File: src/rtl/step_motion_ctrl_if.sv
// Command channel for step_motion_ctrl: a move request (step count, direction,
// step period) offered with valid/ready. The master drives the request and the
// controller (slave) answers with ready.
interface step_motion_ctrl_if #(
  parameter int unsigned STEP_W = 16,
  parameter int unsigned PER_W  = 24
);

  logic              cmd_valid;
  logic              cmd_ready;
  logic [STEP_W-1:0] cmd_steps;
  logic              cmd_dir;
  logic [PER_W-1:0]  cmd_period;

  modport master (
    output cmd_valid,
    output cmd_steps,
    output cmd_dir,
    output cmd_period,
    input  cmd_ready
  );

  modport slave (
    input  cmd_valid,
    input  cmd_steps,
    input  cmd_dir,
    input  cmd_period,
    output cmd_ready
  );

endinterface

File: src/rtl/step_motion_ctrl.sv
// Motion sequencer for a 4-phase unipolar stepper. Accepts move commands over
// the step_motion_ctrl_if slave modport, emits one full step every eff_period
// clocks, walks the phase table forward or reverse and tracks signed position.
// Optional build macro COIL_IDLE_OFF_EN: releases the coils (ABCD = 0000) after
// IDLE_OFF_CYCLES consecutive idle cycles; the next accepted command restores them.
module step_motion_ctrl #(
  parameter int unsigned STEP_W     = 16,
  parameter int unsigned PER_W      = 24,
  parameter int unsigned MIN_PERIOD = 2
`ifdef COIL_IDLE_OFF_EN
  ,
  parameter int unsigned IDLE_OFF_CYCLES = 1000000
`endif
) (
  input  logic              clk,
  input  logic              rst,
  step_motion_ctrl_if.slave cmd,
  input  logic              stop,
  output logic              busy,
  output logic              done,
  output logic              aborted,
  output logic [STEP_W-1:0] position,
  output logic              A_phase,
  output logic              B_phase,
  output logic              C_phase,
  output logic              D_phase
);

  typedef enum logic [0:0] {StIdle, StRun} state_e;

  localparam logic [PER_W-1:0]  MinPer  = PER_W'(MIN_PERIOD);
  localparam logic [STEP_W-1:0] OneStep = STEP_W'(1);

`ifdef COIL_IDLE_OFF_EN
  localparam int unsigned IdleW = (IDLE_OFF_CYCLES > 1) ? $clog2(IDLE_OFF_CYCLES) : 1;
  localparam logic [IdleW-1:0] IdleLast = IdleW'(IDLE_OFF_CYCLES - 1);
`endif

  // Full-step table, index -> {A,B,C,D}.
  function automatic logic [3:0] phase_lut(input logic [1:0] idx);
    logic [3:0] abcd;
    unique case (idx)
      2'd0: abcd = 4'b0110;
      2'd1: abcd = 4'b0101;
      2'd2: abcd = 4'b1001;
      2'd3: abcd = 4'b1010;
    endcase
    return abcd;
  endfunction

  state_e            state_q;
  logic [1:0]        idx_q;
  logic [STEP_W-1:0] pos_q;
  logic [STEP_W-1:0] remaining_q;
  logic [PER_W-1:0]  timer_q;
  logic [PER_W-1:0]  period_q;
  logic              dir_q;
  logic              busy_q;
  logic              done_q;
  logic              aborted_q;
  logic              ready_q;
  logic [3:0]        abcd_q;
`ifdef COIL_IDLE_OFF_EN
  logic [IdleW-1:0]  idle_cnt_q;
`endif

  logic [PER_W-1:0]  eff_period;
  logic [1:0]        idx_step;
  logic [STEP_W-1:0] pos_step;
  logic              accept;
  logic              step_due;

  // Clamp the requested period and precompute the next index/position for a step.
  always_comb begin
    eff_period = (cmd.cmd_period < MinPer) ? MinPer : cmd.cmd_period;
    idx_step   = dir_q ? (idx_q + 2'd1) : (idx_q - 2'd1);
    pos_step   = dir_q ? (pos_q + OneStep) : (pos_q - OneStep);
    accept     = cmd.cmd_valid & ready_q;
    step_due   = (timer_q == (period_q - PER_W'(1)));
  end

  // Move FSM with all outputs registered.
  always_ff @(posedge clk or posedge rst) begin
    if (rst) begin
      state_q     <= StIdle;
      idx_q       <= 2'd0;
      pos_q       <= '0;
      remaining_q <= '0;
      timer_q     <= '0;
      period_q    <= MinPer;
      dir_q       <= 1'b0;
      busy_q      <= 1'b0;
      done_q      <= 1'b0;
      aborted_q   <= 1'b0;
      ready_q     <= 1'b1;
      abcd_q      <= 4'b0110;
`ifdef COIL_IDLE_OFF_EN
      idle_cnt_q  <= '0;
`endif
    end else begin
      done_q    <= 1'b0;
      aborted_q <= 1'b0;
      unique case (state_q)
        StIdle: begin
          if (accept) begin
            dir_q    <= cmd.cmd_dir;
            period_q <= eff_period;
`ifdef COIL_IDLE_OFF_EN
            idle_cnt_q <= '0;
            abcd_q     <= phase_lut(idx_q);
`endif
            if (cmd.cmd_steps == '0) begin
              // Empty move completes at once without touching the coils.
              done_q <= 1'b1;
            end else begin
              state_q     <= StRun;
              busy_q      <= 1'b1;
              ready_q     <= 1'b0;
              timer_q     <= '0;
              remaining_q <= cmd.cmd_steps;
            end
          end
`ifdef COIL_IDLE_OFF_EN
          else if (idle_cnt_q == IdleLast) begin
            abcd_q <= 4'b0000;
          end else begin
            idle_cnt_q <= idle_cnt_q + IdleW'(1);
          end
`endif
        end
        StRun: begin
`ifdef COIL_IDLE_OFF_EN
          idle_cnt_q <= '0;
`endif
          if (stop) begin
            // Abort wins over a step falling due in the same cycle.
            state_q   <= StIdle;
            busy_q    <= 1'b0;
            ready_q   <= 1'b1;
            done_q    <= 1'b1;
            aborted_q <= 1'b1;
            timer_q   <= '0;
          end else if (step_due) begin
            idx_q       <= idx_step;
            abcd_q      <= phase_lut(idx_step);
            pos_q       <= pos_step;
            remaining_q <= remaining_q - OneStep;
            timer_q     <= '0;
            if (remaining_q == OneStep) begin
              state_q <= StIdle;
              busy_q  <= 1'b0;
              ready_q <= 1'b1;
              done_q  <= 1'b1;
            end
          end else begin
            timer_q <= timer_q + PER_W'(1);
          end
        end
        default: state_q <= StIdle;
      endcase
    end
  end

  assign cmd.cmd_ready = ready_q;
  assign busy          = busy_q;
  assign done          = done_q;
  assign aborted       = aborted_q;
  assign position      = pos_q;
  assign {A_phase, B_phase, C_phase, D_phase} = abcd_q;

endmodule
File: src/flat_wrapper.sv
// flat-port wrapper written by rule: the top's interface ports become plain ports
module step_motion_ctrl_flat 
#(
  parameter int unsigned STEP_W     = 16,
  parameter int unsigned PER_W      = 24,
  parameter int unsigned MIN_PERIOD = 2

)
  (clk, rst, stop, busy, done, aborted, position, A_phase, B_phase, C_phase, D_phase, cmd_cmd_valid, cmd_cmd_steps, cmd_cmd_dir, cmd_cmd_period, cmd_cmd_ready);
  step_motion_ctrl_if #(.STEP_W(STEP_W), .PER_W(PER_W)) cmd_i ();
  input  logic clk;
  input  logic rst;
  input  logic stop;
  output logic busy;
  output logic done;
  output logic aborted;
  output logic [STEP_W-1:0] position;
  output logic A_phase;
  output logic B_phase;
  output logic C_phase;
  output logic D_phase;
  input wire logic [$bits(cmd_i.cmd_valid)-1:0] cmd_cmd_valid;
  input wire logic [$bits(cmd_i.cmd_steps)-1:0] cmd_cmd_steps;
  input wire logic [$bits(cmd_i.cmd_dir)-1:0] cmd_cmd_dir;
  input wire logic [$bits(cmd_i.cmd_period)-1:0] cmd_cmd_period;
  output wire logic [$bits(cmd_i.cmd_ready)-1:0] cmd_cmd_ready;
  assign cmd_i.cmd_valid = cmd_cmd_valid;
  assign cmd_i.cmd_steps = cmd_cmd_steps;
  assign cmd_i.cmd_dir = cmd_cmd_dir;
  assign cmd_i.cmd_period = cmd_cmd_period;
  assign cmd_cmd_ready = cmd_i.cmd_ready;
  step_motion_ctrl #(.STEP_W(STEP_W), .PER_W(PER_W), .MIN_PERIOD(MIN_PERIOD)) u_core (.clk(clk), .rst(rst), .cmd(cmd_i), .stop(stop), .busy(busy), .done(done), .aborted(aborted), .position(position), .A_phase(A_phase), .B_phase(B_phase), .C_phase(C_phase), .D_phase(D_phase));
endmodule
File: config.mk
export PLATFORM = sky130hd
export DESIGN_NAME = step_motion_ctrl_flat
export DESIGN_NICKNAME = d
export VERILOG_FILES = /design/src/rtl/step_motion_ctrl_if.sv /design/src/rtl/step_motion_ctrl.sv /design/src/flat_wrapper.sv
export SDC_FILE = /design/constraint.sdc
export NUM_CORES = 1
export LEC_CHECK = 0
export ABC_AREA = 1
export CAP_MARGIN = 20
export CORE_AREA = 2 2 127 129
export CTS_CLUSTER_DIAMETER = 150
export DETAILED_ROUTE_END_ITERATION = 8
export DIE_AREA = 0 0 129 131
export HOLD_SLACK_MARGIN = 0.03
export RECOVER_POWER = 25
export SLEW_MARGIN = 20
export SYNTH_ARGS = -nofsm -noshare
export SYNTH_HDL_FRONTEND = slang
export SYNTH_SLANG_ARGS = --single-unit
File: constraint.sdc
create_clock -name clk -period 6.3 [get_ports clk]
set_clock_uncertainty 0.2 [all_clocks]
set_input_delay 0.63 -clock clk [delete_from_list [all_inputs] [get_ports clk]]
set_output_delay 0.63 -clock clk [all_outputs]
set_load 0.005 [all_outputs]
Word level (Yosys, flattened, before mapping)

Index checks and enable logic that the tools add are counted.

Bits in registers: 92
Output and inout bits: 24
Bits of input ports: 45
Word-level logic and storage cells: 81

Bitwise logic cells: 3
Add/subtract/negate cells: 7
Eq/ne operators: 11
Multiplexer cells: 40
Reduce and logical (&&, ||, !) cells: 7
Order comparisons: 1

Operator list:

| cell                  | count |
|---|---|
| $mux 24               | 5 |
| $mux 16               | 5 |
| $pmux 24 s2           | 1 |
| $pmux 16 s2           | 1 |
| $sub 16x1->16 const B | 2 |
| $add 24x1->24 const B | 1 |
| $eq 24x24->1          | 1 |
| $lt 24x2->1 const B   | 1 |
| $sub 24x1->24 const B | 1 |
| $mux 1                | 22 |
| $add 16x1->16 const B | 1 |
| $eq 16x1->1 const B   | 1 |
| $logic_not 16->1      | 1 |
| $pmux 4 s4            | 1 |
| $pmux 1 s2            | 4 |
| $reduce_and 4->1      | 2 |
| $ne 2x2->1 const B    | 3 |
| $ne 3x3->1 const B    | 2 |
| $eq 2x2->1 const B    | 2 |
| $reduce_and 2->1      | 2 |
| $reduce_and 3->1      | 1 |
| $add 2x1->2 const B   | 1 |
| $eq 2x1->1 const B    | 1 |
| $logic_not 2->1       | 1 |
| other kinds (5)       | 6 |

Depth between registers and ports, before layout

Gate-level depths: netlist (run 1).

Word-level depth: 5
Gate-level depth with buffers: 17
Depth with buffers taken out: 16

Least setup slack after synthesis (run 1)

No wires, ideal clock.

Path type: flip-flop to flip-flop
Start point: register u_core.period_q[1]
End point: register u_core.remaining_q[10]
Setup time: 0.119 ns
Data arrival time: 2.019 ns
Path buffers: 1
Slack: 3.962 ns
Stages on the path, launching flop included: 17
Data required time: 5.981 ns
Path through: dfstp_2 > inv_1 > ha_1 > inv_1 > nand2_1 > nand2_1 > nor2_1 > nand3_1 > nor2_1 > nand3_1 > nor2_1 > nand3_1 > nor2_1 > nand3_2 > buf_2 > nand3_1 > nand2_1

Longest elaborated chain between the ends: 4

Ends and longest elaborated chain:

| item                              | line                    | text |
|---|---|---|
| start, declared                   | step_motion_ctrl.sv:56  | `logic [PER_W-1:0] period_q;` |
| start signal, assigned            | step_motion_ctrl.sv:90  | `period_q <= MinPer;` |
| start signal, assigned            | step_motion_ctrl.sv:107 | `period_q <= eff_period;` |
| $sub 24x1->24                     | step_motion_ctrl.sv:79  | `step_due = (timer_q == (period_q - PER_W'(1)));` |
| $eq 24x24->1                      | step_motion_ctrl.sv:79  |  |
| $ne 2x2->1 (no source line)       | n/a                     |  |
| $reduce_and 4->1 (no source line) | n/a                     |  |
| end signal, assigned              | step_motion_ctrl.sv:120 | `remaining_q <= cmd.cmd_steps;` |
| end signal, assigned              | step_motion_ctrl.sv:147 | `remaining_q <= remaining_q - OneStep;` |
| end, declared                     | step_motion_ctrl.sv:54  | `logic [STEP_W-1:0] remaining_q;` |

No other way between the ends.
A chain may end at the register's enable or synchronous reset.

Worst setup path in the final report (run 1)

Start point: input cmd_cmd_valid
End point: register u_core.done_q (netlist: u_core.done)

Longest elaborated chain between the ends: 3

Ends and longest elaborated chain:

| item                 | line                    | text |
|---|---|---|
| start, declared      | flat_wrapper.sv:22      | `input wire logic [$bits(cmd_i.cmd_valid)-1:0] cmd_cmd_valid;` |
| $and 1x1->1          | step_motion_ctrl.sv:78  | `accept = cmd.cmd_valid & ready_q;` |
| $mux 1               | step_motion_ctrl.sv:105 | `if (accept) begin` |
| $pmux 1 s2           | step_motion_ctrl.sv:103 | `unique case (state_q)` |
| end signal, assigned | step_motion_ctrl.sv:93  | `done_q <= 1'b0;` |
| end signal, assigned | step_motion_ctrl.sv:101 | `done_q <= 1'b0;` |
| end signal, assigned | step_motion_ctrl.sv:114 | `done_q <= 1'b1;` |
| end, declared        | step_motion_ctrl.sv:59  | `logic done_q;` |

No other way between the ends.

==> summary.txt, run 1 <==
Buffers on Ports: 68
Top cells by count, synth: nand2_1, inv_1, nor2_1
Sw frac: 46.2%
Syn avg cell area: 6.94 sq um
Total of warnings raised by yosys: 0
Reg area: 2310 sq um
FILL cells: 1617
Die ar.: 16900 sq um
Remaining Overflow, GRT: 0
Die height: 131 um
Post-CTS Setup Inserts: 0
Pre-CTS setup slack: 2830 ps
Most used flip-flop cell after synthesis: dfrtp_1
CTS Hold Bufs: 0
# IOs: 69
H-tree Lvls: 3
Net count, final: 1060
Setup total negative slack: 0 ps
Post-DP HPWL: 12500 um
Max rail drop VDD: 170 uV
Most common cell in the synthesized netlist: nand2_1
Starting DRT DRC Count: 428
Leak: 3.64 nW
Async SR Flop Fraction: 100%
Gpl congestion: 0.908
CP Capture Type: flop
Post-route cell area: 7610 sq um
Drt total wl: 17000 um
Violated checks: capacitance limit, slew limit
P_int: 1.48 mW
Core box area: 15600 sq um
CP Class: input pin to flop
Post-synth EDFFs: 0
Pwr/cell area: 360 nW/um^2
Vias/cell: 5.02
Post-synthesis sequential element count: 92
Placed cells: 1201
Area of the multi-input gates: 3720 sq um
Slew Limit Fails: 74
Largest net degree at the start of global routing: 74
Row cnt: 46
Cell taking the most area after synthesis: dfrtp_1
CP Data Required Time: 6350 ps
Worst slew pin tran: 1910 ps
Clk pwr share: 18.2%
Slew HR: -27.1%
Total Power: 2.74 mW
Final Worst Setup Slack: 2550 ps
TritonCTS buffer count: 9
Fin crit period: 3750 ps
Initial Util: 41.8%
Combinational group share of total power: 47.5%
Synth top area share: 33.8%
Vias: 6109
Final setup viols: 0
Clk slew on worst S/H paths: 70 ps
Ant diodes: 0
Gate Count Post-Synth: 939
Area after DPL: 7370 sq um
TritonCTS clock tree: done
RSZ-0062 raised after global routing: no
Max_cap viols: 1
Share of layout cells above drive strength 1: 4.40%
Outcome: finished with violations
Synthesized area: 6520 sq um
Final cell count without fillers: 1217
Antenna viol nets, final: 0
Chip width: 129 um
First-pass GRT wire length: 28000 um
Sw power: 1.27 mW
Worst Path Arrival: 3800 ps
Crit path launch type: input pin
Fin crit share: 59.5%
Post-synth cell types: 45
Global Route Usage Sum: 21.1%
DRT Pass-1 Iters: 5
Finished Core Util: 48.8%
Syn_nets: 1003
Type of the tightest min-delay check: flop to flop
Post-synthesis sequential area ratio: 35.4%
Vias in the first global route: 5526
Drt wl/cell: 14.0 um
# resized after CTS: 0
Hold WS: 280 ps
Clk sinks: 92
Fmax: 267 MHz
Synth area leaders: dfrtp_1, nand2_1, inv_1
Clk buf depth: 2
Worst Path Max Fanout: 34
Root buffer cell: clkbuf_16
Final Hold Fails: 0
Antenna violations before repair: 0
Seq pwr share: 34.3%
DRC viols: 0
Layout area overhead: 16.8%
Clock Latency Late Sink: 360 ps
[per-layer routing]
| metal | wire [um] | vias up | share of wire [%] | global-route usage (%) |
|---|---|---|---|---|
| met2 | 7630 | 111 | 45 | 33.1 |
| met5 | 0 | - | 0 | 0 |
| met3 | 571 | 13 | 3.4 | 2.36 |
| met1 | 8590 | 2820 | 50 | 30.6 |
| li1 | - | 3165 | - | - |
| met4 | 248 | 0 | 1.5 | 6.59 |
[power by group through the flow]
stage	combinational [mW]	sequential, mW	clock, mW
after floorplan	1.04	0.880	0
after global placement	1.29	0.949	0
after detailed placement	1.30	0.947	0
after CTS	1.31	0.940	0.510
after global routing	1.49	0.967	0.540
final	1.30	0.941	0.500
[kinds of logic after synthesis]
family          share of synthesized area [%]
simple gates                             36.7
buf+inv                                  7.53
compound gates                           8.85
flops                                    35.4
xor+xnor                                 7.79
fa+ha+maj                                3.76
[layout make-up]
class | instances | share of cell area [%]
multi-input combinational | 726 | 48.9
inverter | 96 | 4.75
timing repair buffer | 71 | 9.16
clock inverter | 2 | 0.164
clock buffer | 14 | 3.21
tap | 216 | 3.55
sequential | 92 | 30.3
[cells in the final DEF, fill, tap and decap left out, drive strengths merged]
cell / synthesis / layout
nor4: 15 / 15
dlygate4sd3: 0 / 22
o21ai: 71 / 71
dfrtp: 88 / 88
o2bb2ai: 1 / 1
or2: 3 / 3
nor2: 100 / 100
ha: 18 / 18
o21bai: 1 / 1
nor3: 8 / 8
clkinvlp: 0 / 2
and3: 1 / 1
clkdlybuf4s50: 0 / 46
a21o: 1 / 1
o211ai: 1 / 1
dfstp: 4 / 4
nand3: 68 / 68
o31ai: 4 / 4
o2111ai: 1 / 1
a22oi: 1 / 1
a31oi: 1 / 1
clkbuf: 16 / 16
nand4: 35 / 35
xor2: 30 / 30
nand3b: 5 / 5
a21oi: 22 / 22
o311ai: 1 / 1
clkinv: 2 / 3
o21a: 1 / 1
nand2: 308 / 308
fa: 1 / 1
xnor2: 28 / 28
buf: 9 / 1
inv: 94 / 93
[worst max-delay path, stage by stage]
cell and delay [ps]:
dlygate4sd3_1 530, nand2_1 110, nor2_1 340, clkbuf_1 1050
inv_1 720, o211ai_1 400
[flip-flops by register name (all words and copies together) (netlist names)]
signal	cells
u_core.period_q	24
u_core.timer_q	24
u_core.position	16
u_core.remaining_q	16
u_core.abcd_q	4
u_core.idx_q	2
u_core.aborted	1
u_core.busy	1
u_core.cmd.cmd_ready	1
u_core.dir_q	1
u_core.done	1
u_core.state_q	1
[path summary, 6_finish.rpt]
kind	startpoint	end	slack (ps)	cells after the start
max in group asynchronous	rst	u_core.period_q[14]	2930	3
min in group asynchronous	rst	u_core.position[6]	660	2
min	u_core.abcd_q[1]	u_core.abcd_q[1]	280	2
min reg2reg	u_core.abcd_q[1]	u_core.abcd_q[1]	280	2
max reg2reg	u_core.state_q	u_core.done	2730	4
max	cmd_cmd_valid	u_core.done	2550	6
Note: power is estimated with default switching activity, not from simulation.
==> inputs of run 2 (changes only) <==
- clock period: 6.3 -> 3.9 ns (I/O delays scaled with it)
==> summary.txt, run 2 (same netlist as run 1, synthesis figures left out) <==
Global Route Usage Sum: 21.5% (+0.39 points)
Worst Path Arrival: 3040 ps (-760 ps)
Pwr/cell area: 593 nW/um^2 (+64%)
Final Hold Fails: 0 (unchanged)
Max rail drop VDD: 271 uV (+59%)
Largest net degree at the start of global routing: 60 (-19%)
TritonCTS buffer count: 9 (unchanged)
Max_cap viols: 1 (unchanged)
CP most frequent cell: nor2_1
CP Class: flop to flop
Crit path launch type: flop
Drt total wl: 17200 um (+1.2%)
Biggest regs: u_core.period_q (24), u_core.timer_q (24)
Clock Latency Late Sink: 350 ps (about the same)
Max stage delay on crit path: 550 ps (-500 ps)
Starting DRT DRC Count: 454 (+6.1%)
Layout area overhead: 17.8%
CP cell instances: inv_1 -> ha_1 -> inv_1 -> nand2_1 -> nand2_1 -> nor2_1 -> nand3_1 -> nor2_1 -> nand3_1 -> nor2_1 -> nand3_1 -> nor2_1 -> nand3_2 -> o21ai_0
DRT Pass-1 Iters: 5 (unchanged)
Ant diodes: 0 (unchanged)
Share of layout cells above drive strength 1: 5.08% (+0.69 points)
First-pass GRT wire length: 28600 um (+2.0%)
Remaining Overflow, GRT: 0 (unchanged)
Antenna viol nets, final: 0 (unchanged)
Setup total negative slack: 0 ps (unchanged)
Net count, final: 1062 (+0.19%)
Drt wl/cell: 14.1 um (+1.0%)
Post-CTS Setup Inserts: 0 (unchanged)
Violated checks: capacitance limit, slew limit
Worst Path Max Fanout: 25 (-26%)
Die ar.: 16900 sq um (unchanged)
Clk sinks: 92 (unchanged)
Fin crit share: 76.7%
Gpl congestion: 0.910 (+0.15%)
Fmax: 334 MHz
CP Data Required Time: 3950 ps (-2400 ps)
Fin crit period: 2990 ps
Root buffer cell: clkbuf_16
Post-DP HPWL: 12800 um (+2.5%)
Outcome: finished with violations
Most frequent cells in the layout: nand2_1, inv_1, nor2_1
Clk slew on worst S/H paths: 70 ps (about the same)
Initial Util: 41.8% (unchanged)
Vias in the first global route: 5655 (+2.3%)
CP Capture Type: flop
# resized after CTS: 0 (unchanged)
Clk buf depth: 2 (unchanged)
Area of the multi-input gates: 3720 sq um (about the same)
Antenna violations before repair: 0 (unchanged)
FILL cells: 1556 (-3.8%)
Row cnt: 46 (unchanged)
RSZ-0062 raised after global routing: no
Worst slew pin tran: 2320 ps (+416 ps)
Slew HR: -55.0% (-28 points)
Slowest cell on crit path: dfstp_2
Slew Limit Fails: 60 (-19%)
Type of the tightest min-delay check: flop to flop
Hold WS: 277 ps (-3.61 ps)
DRC viols: 0 (unchanged)
Die height: 131 um (unchanged)
H-tree Lvls: 3 (unchanged)
Vias/cell: 5.03 (+0.29%)
CTS Hold Bufs: 0 (unchanged)
Chip width: 129 um (unchanged)
Core box area: 15600 sq um (unchanged)
Final setup viols: 0 (unchanged)
Most common cell after layout, fill and taps aside: nand2_1
Buffers on Ports: 68 (unchanged)
# IOs: 69 (unchanged)
Leak: 3.61 nW (-0.69%)
Reg area: 2310 sq um (unchanged)
TritonCTS clock tree: done
Total Power: 4.55 mW (+66%)
Vias: 6137 (+0.46%)
run 2: changes by cell type in the layout (fill, tap and decap cells not counted), sizes merged:
| cell | before | now |
|---|---|---|
| clkbuf | 16 | 11 |
| buf | 1 | 5 |
| bufinv | 0 | 1 |
| clkdlybuf4s50 | 46 | 67 |
| dlygate4sd3 | 22 | 1 |
| inv | 93 | 95 |
run 2: where the power goes:
group,leakage [nW],total [mW],switching (mW),internal (mW)
registers,1.20,1.52,0.313,1.20
clock network,0.142,0.906,0.390,0.516
logic,2.27,2.13,1.37,0.758
run 2: routing by layer:
metal	global-route usage, %	wire (um)	vias to the layer above
met5	0	0	-
met4	6.46	236	0
met3	2.97	733	13
met2	33.0	7590	130
met1	31.5	8690	2814
li1	-	-	3180
run 2: critical path, delay by kind of cell (launching register included):
kind,cells,cell delay [ps]
adder cells (fa/ha/maj),1,300
buffers and inverters,2,100
AO/OA/AOI/OAI,1,330
AND/OR/NAND/NOR,10,1400
flip-flops,1,550
run 2: layout make-up:
cell class / instances / area share, %
well taps: 216 / 3.52
clock buffers: 11 / 3.16
flip-flops and latches: 92 / 30.0
clock inverters: 5 / 0.766
multi-input cells: 726 / 48.5
inverters: 96 / 4.69
repair buffers: 73 / 9.35
run 2: stage by stage:
stage                     worst slack [ps]  utilization, %  cells  instance area [sq um]
after global placement                 898            47.3   1203                   7380
after detailed placement               849            47.3   1203                   7380
after global routing                   570            49.2   1219                   7680
after CTS                              805            49.3   1219                   7680
after floorplan                        925               -    939                   6520
final                                  909            49.2   1219                   7680
run 2: worst paths after layout:
check | startpoint | endpoint | slack [ps] | cells after the start
min in group asynchronous | rst | u_core.remaining_q[9] | 1090 | 2
max in group asynchronous | rst | u_core.timer_q[5] | 1090 | 2
hold / removal | u_core.abcd_q[1] | u_core.abcd_q[1] | 280 | 2
setup reg to reg | u_core.period_q[1] | u_core.position[13] | 910 | 14
setup / recovery | u_core.period_q[1] | u_core.position[13] | 910 | 14
hold reg to reg | u_core.abcd_q[1] | u_core.abcd_q[1] | 280 | 2
==> inputs of run 3 (changes only) <==
- clock period: 3.9 -> 2.75 ns (I/O delays scaled with it)
==> summary.txt, run 3 (same netlist as run 1, synthesis figures left out) <==
Outcome: complete, no violations
TritonCTS buffer count: 9 (unchanged)
R2R Path Start: u_core.period_q[0]
Layout area overhead: 21.6%
Chip width: 129 um (unchanged)
Sw power: 3.06 mW (+48%)
Area after DPL: 7540 sq um (+2.1%)
DRT Pass-1 Iters: 5 (unchanged)
Fmax: 387 MHz (+16%)
Fin crit share: 94.0% (+17 points)
Post-route cell area: 7930 sq um (+3.2%)
Remaining Overflow, GRT: 0 (unchanged)
Most common cell after layout, fill and taps aside: nand2_1
Setup total negative slack: 0 ps (unchanged)
Core box area: 15600 sq um (unchanged)
CP Data Required Time: 2820 ps (-1130 ps)
Ant diodes: 0 (unchanged)
Type of the tightest min-delay check: flop to flop
DRC viols: 0 (unchanged)
Initial Util: 41.8% (unchanged)
Largest net degree at the start of global routing: 59 (-1.7%)
Flop-to-flop setup slack: 160 ps (-740 ps)
Worst Path Max Fanout: 23 (-8.0%)
TritonCTS clock tree: done
Starting DRT DRC Count: 545 (+20%)
RR Endpoint: u_core.timer_q[22]
Max rail drop VDD: 409 uV (+51%)
Biggest regs: u_core.period_q (24), u_core.timer_q (24)
Slew HR: 3.72% (+59 points)
Final setup viols: 0 (unchanged)
Worst reg-to-reg path cell count: 15 (+1)
Global Route Usage Sum: 21.7% (+0.25 points)
Max_cap viols: 0 (-1)
Vias: 6186 (+0.80%)
Antenna viol nets, final: 0 (unchanged)
Share of layout cells above drive strength 1: 7.25% (+2.2 points)
Clock Latency Late Sink: 350 ps (about the same)
# IOs: 69 (unchanged)
Combinational group share of total power: 47.1% (+0.4 points)
Hold depth: 2 (unchanged)
Leak: 3.73 nW (+3.3%)
Vias in the first global route: 5642 (-0.23%)
Clk slew on worst S/H paths: 70 ps (about the same)
Sw frac: 45.2% (-0.34 points)
P_int: 3.72 mW (+50%)
Seq pwr share: 32.1% (-1.3 points)
Fin crit period: 2590 ps (-405 ps)
Post-DP HPWL: 13300 um (+3.6%)
Antenna violations before repair: 0 (unchanged)
Net count, final: 1079 (+1.6%)
Buffers on Ports: 68 (unchanged)
Clk sinks: 92 (unchanged)
Root buffer cell: clkbuf_16
Clk pwr share: 20.8% (+0.9 points)
Gpl congestion: 0.903 (-0.74%)
CP Capture Type: flop
CP Class: flop to flop
Finished Core Util: 50.8% (+1.6 points)
Slew Limit Fails: 0 (-100%)
Drt total wl: 17500 um (+1.3%)
Worst slew pin tran: 1440 ps (-878 ps)
Die ar.: 16900 sq um (unchanged)
H-tree Lvls: 3 (unchanged)
Worst Path Arrival: 2660 ps (-380 ps)
Hold wc startpoint: u_core.abcd_q[0]
Row cnt: 46 (unchanged)
Crit path launch type: flop
Pwr/cell area: 855 nW/um^2 (+44%)
First-pass GRT wire length: 28900 um (+1.0%)
Most frequent cells in the layout: nand2_1, inv_1, nor2_1
Clk buf depth: 2 (unchanged)
Vias/cell: 5.00 (-0.59%)
Die height: 131 um (unchanged)
CTS Hold Bufs: 0 (unchanged)
Drt wl/cell: 14.1 um (-0.12%)
Final Hold Fails: 0 (unchanged)
Hold Path End: u_core.abcd_q[0]
[run 3: final cells by class]
| type | count | area, sq um |
|---|---|---|
| fillers | 1584 | 7670 |
| clock buffers | 9 | 225 |
| clock inverters | 7 | 110 |
| repair buffers | 90 | 906 |
| well taps | 216 | 270 |
| flip-flops and latches | 92 | 2310 |
| multi-input cells | 726 | 3740 |
| inverters | 96 | 368 |
[run 3: how the worst max path moves through the flow]
stage	startpoint	to	slack [ps]	cells past startpoint
after floorplan	u_core.period_q[1]	u_core.remaining_q[10]	410	16
after global placement	u_core.period_q[0]	u_core.timer_q[22]	170	14
after detailed placement	cmd_cmd_steps[3]	u_core.remaining_q[9]	160	8
after CTS	u_core.period_q[0]	u_core.timer_q[22]	170	14
after global routing	u_core.period_q[3]	u_core.timer_q[22]	-6	14
final	u_core.period_q[0]	u_core.timer_q[22]	160	15
[run 3: metrics by stage]
stage	hold WS (ps)	power (mW)	setup WS, ps	cells
2_1_floorplan	192	4.40	412	939
4_1_cts	187	6.73	166	1233
6_report	278	6.78	165	1236
3_3_place_gp	264	5.28	174	1217
3_5_place_dp	265	5.30	158	1217
5_1_grt	294	7.37	-6.29	1236
[run 3: metal layers]
layer  track usage (%)  up-vias  share of wire, %
met3              2.20       18               4.4
li1                  -     3204                 -
met5                 0        -                 0
met1              33.4     2821                52
met4              6.71        0               1.7
met2              32.1      143                42
[run 3: repair_timing]
action,CTS,global route
hold endpoints to repair,0,0
setup buffers,0,3
setup endpoints to repair,0,18
resized for setup,0,5
[run 3: power groups by stage]
stage | logic, mW | registers [mW] | clock network, mW
6_report | 3.20 | 2.17 | 1.41
5_1_grt | 3.65 | 2.23 | 1.49
4_1_cts | 3.13 | 2.16 | 1.44
3_5_place_dp | 3.12 | 2.18 | 0
3_3_place_gp | 3.10 | 2.19 | 0
2_1_floorplan | 2.39 | 2.02 | 0
[run 3: critical path, stage by stage (launching register included)]
cell	delay, ps
dfrtp_1	390
inv_2	110
ha_2	240
nand2_2	130
nor2_1	230
nand3_1	160
nand2_1	90
nand2_1	90
nand2_1	80
nor2_1	40
nand2_1	90
nor2_4	50
nand2_2	140
nand3_2	110
buf_12	200
o21ai_0	150
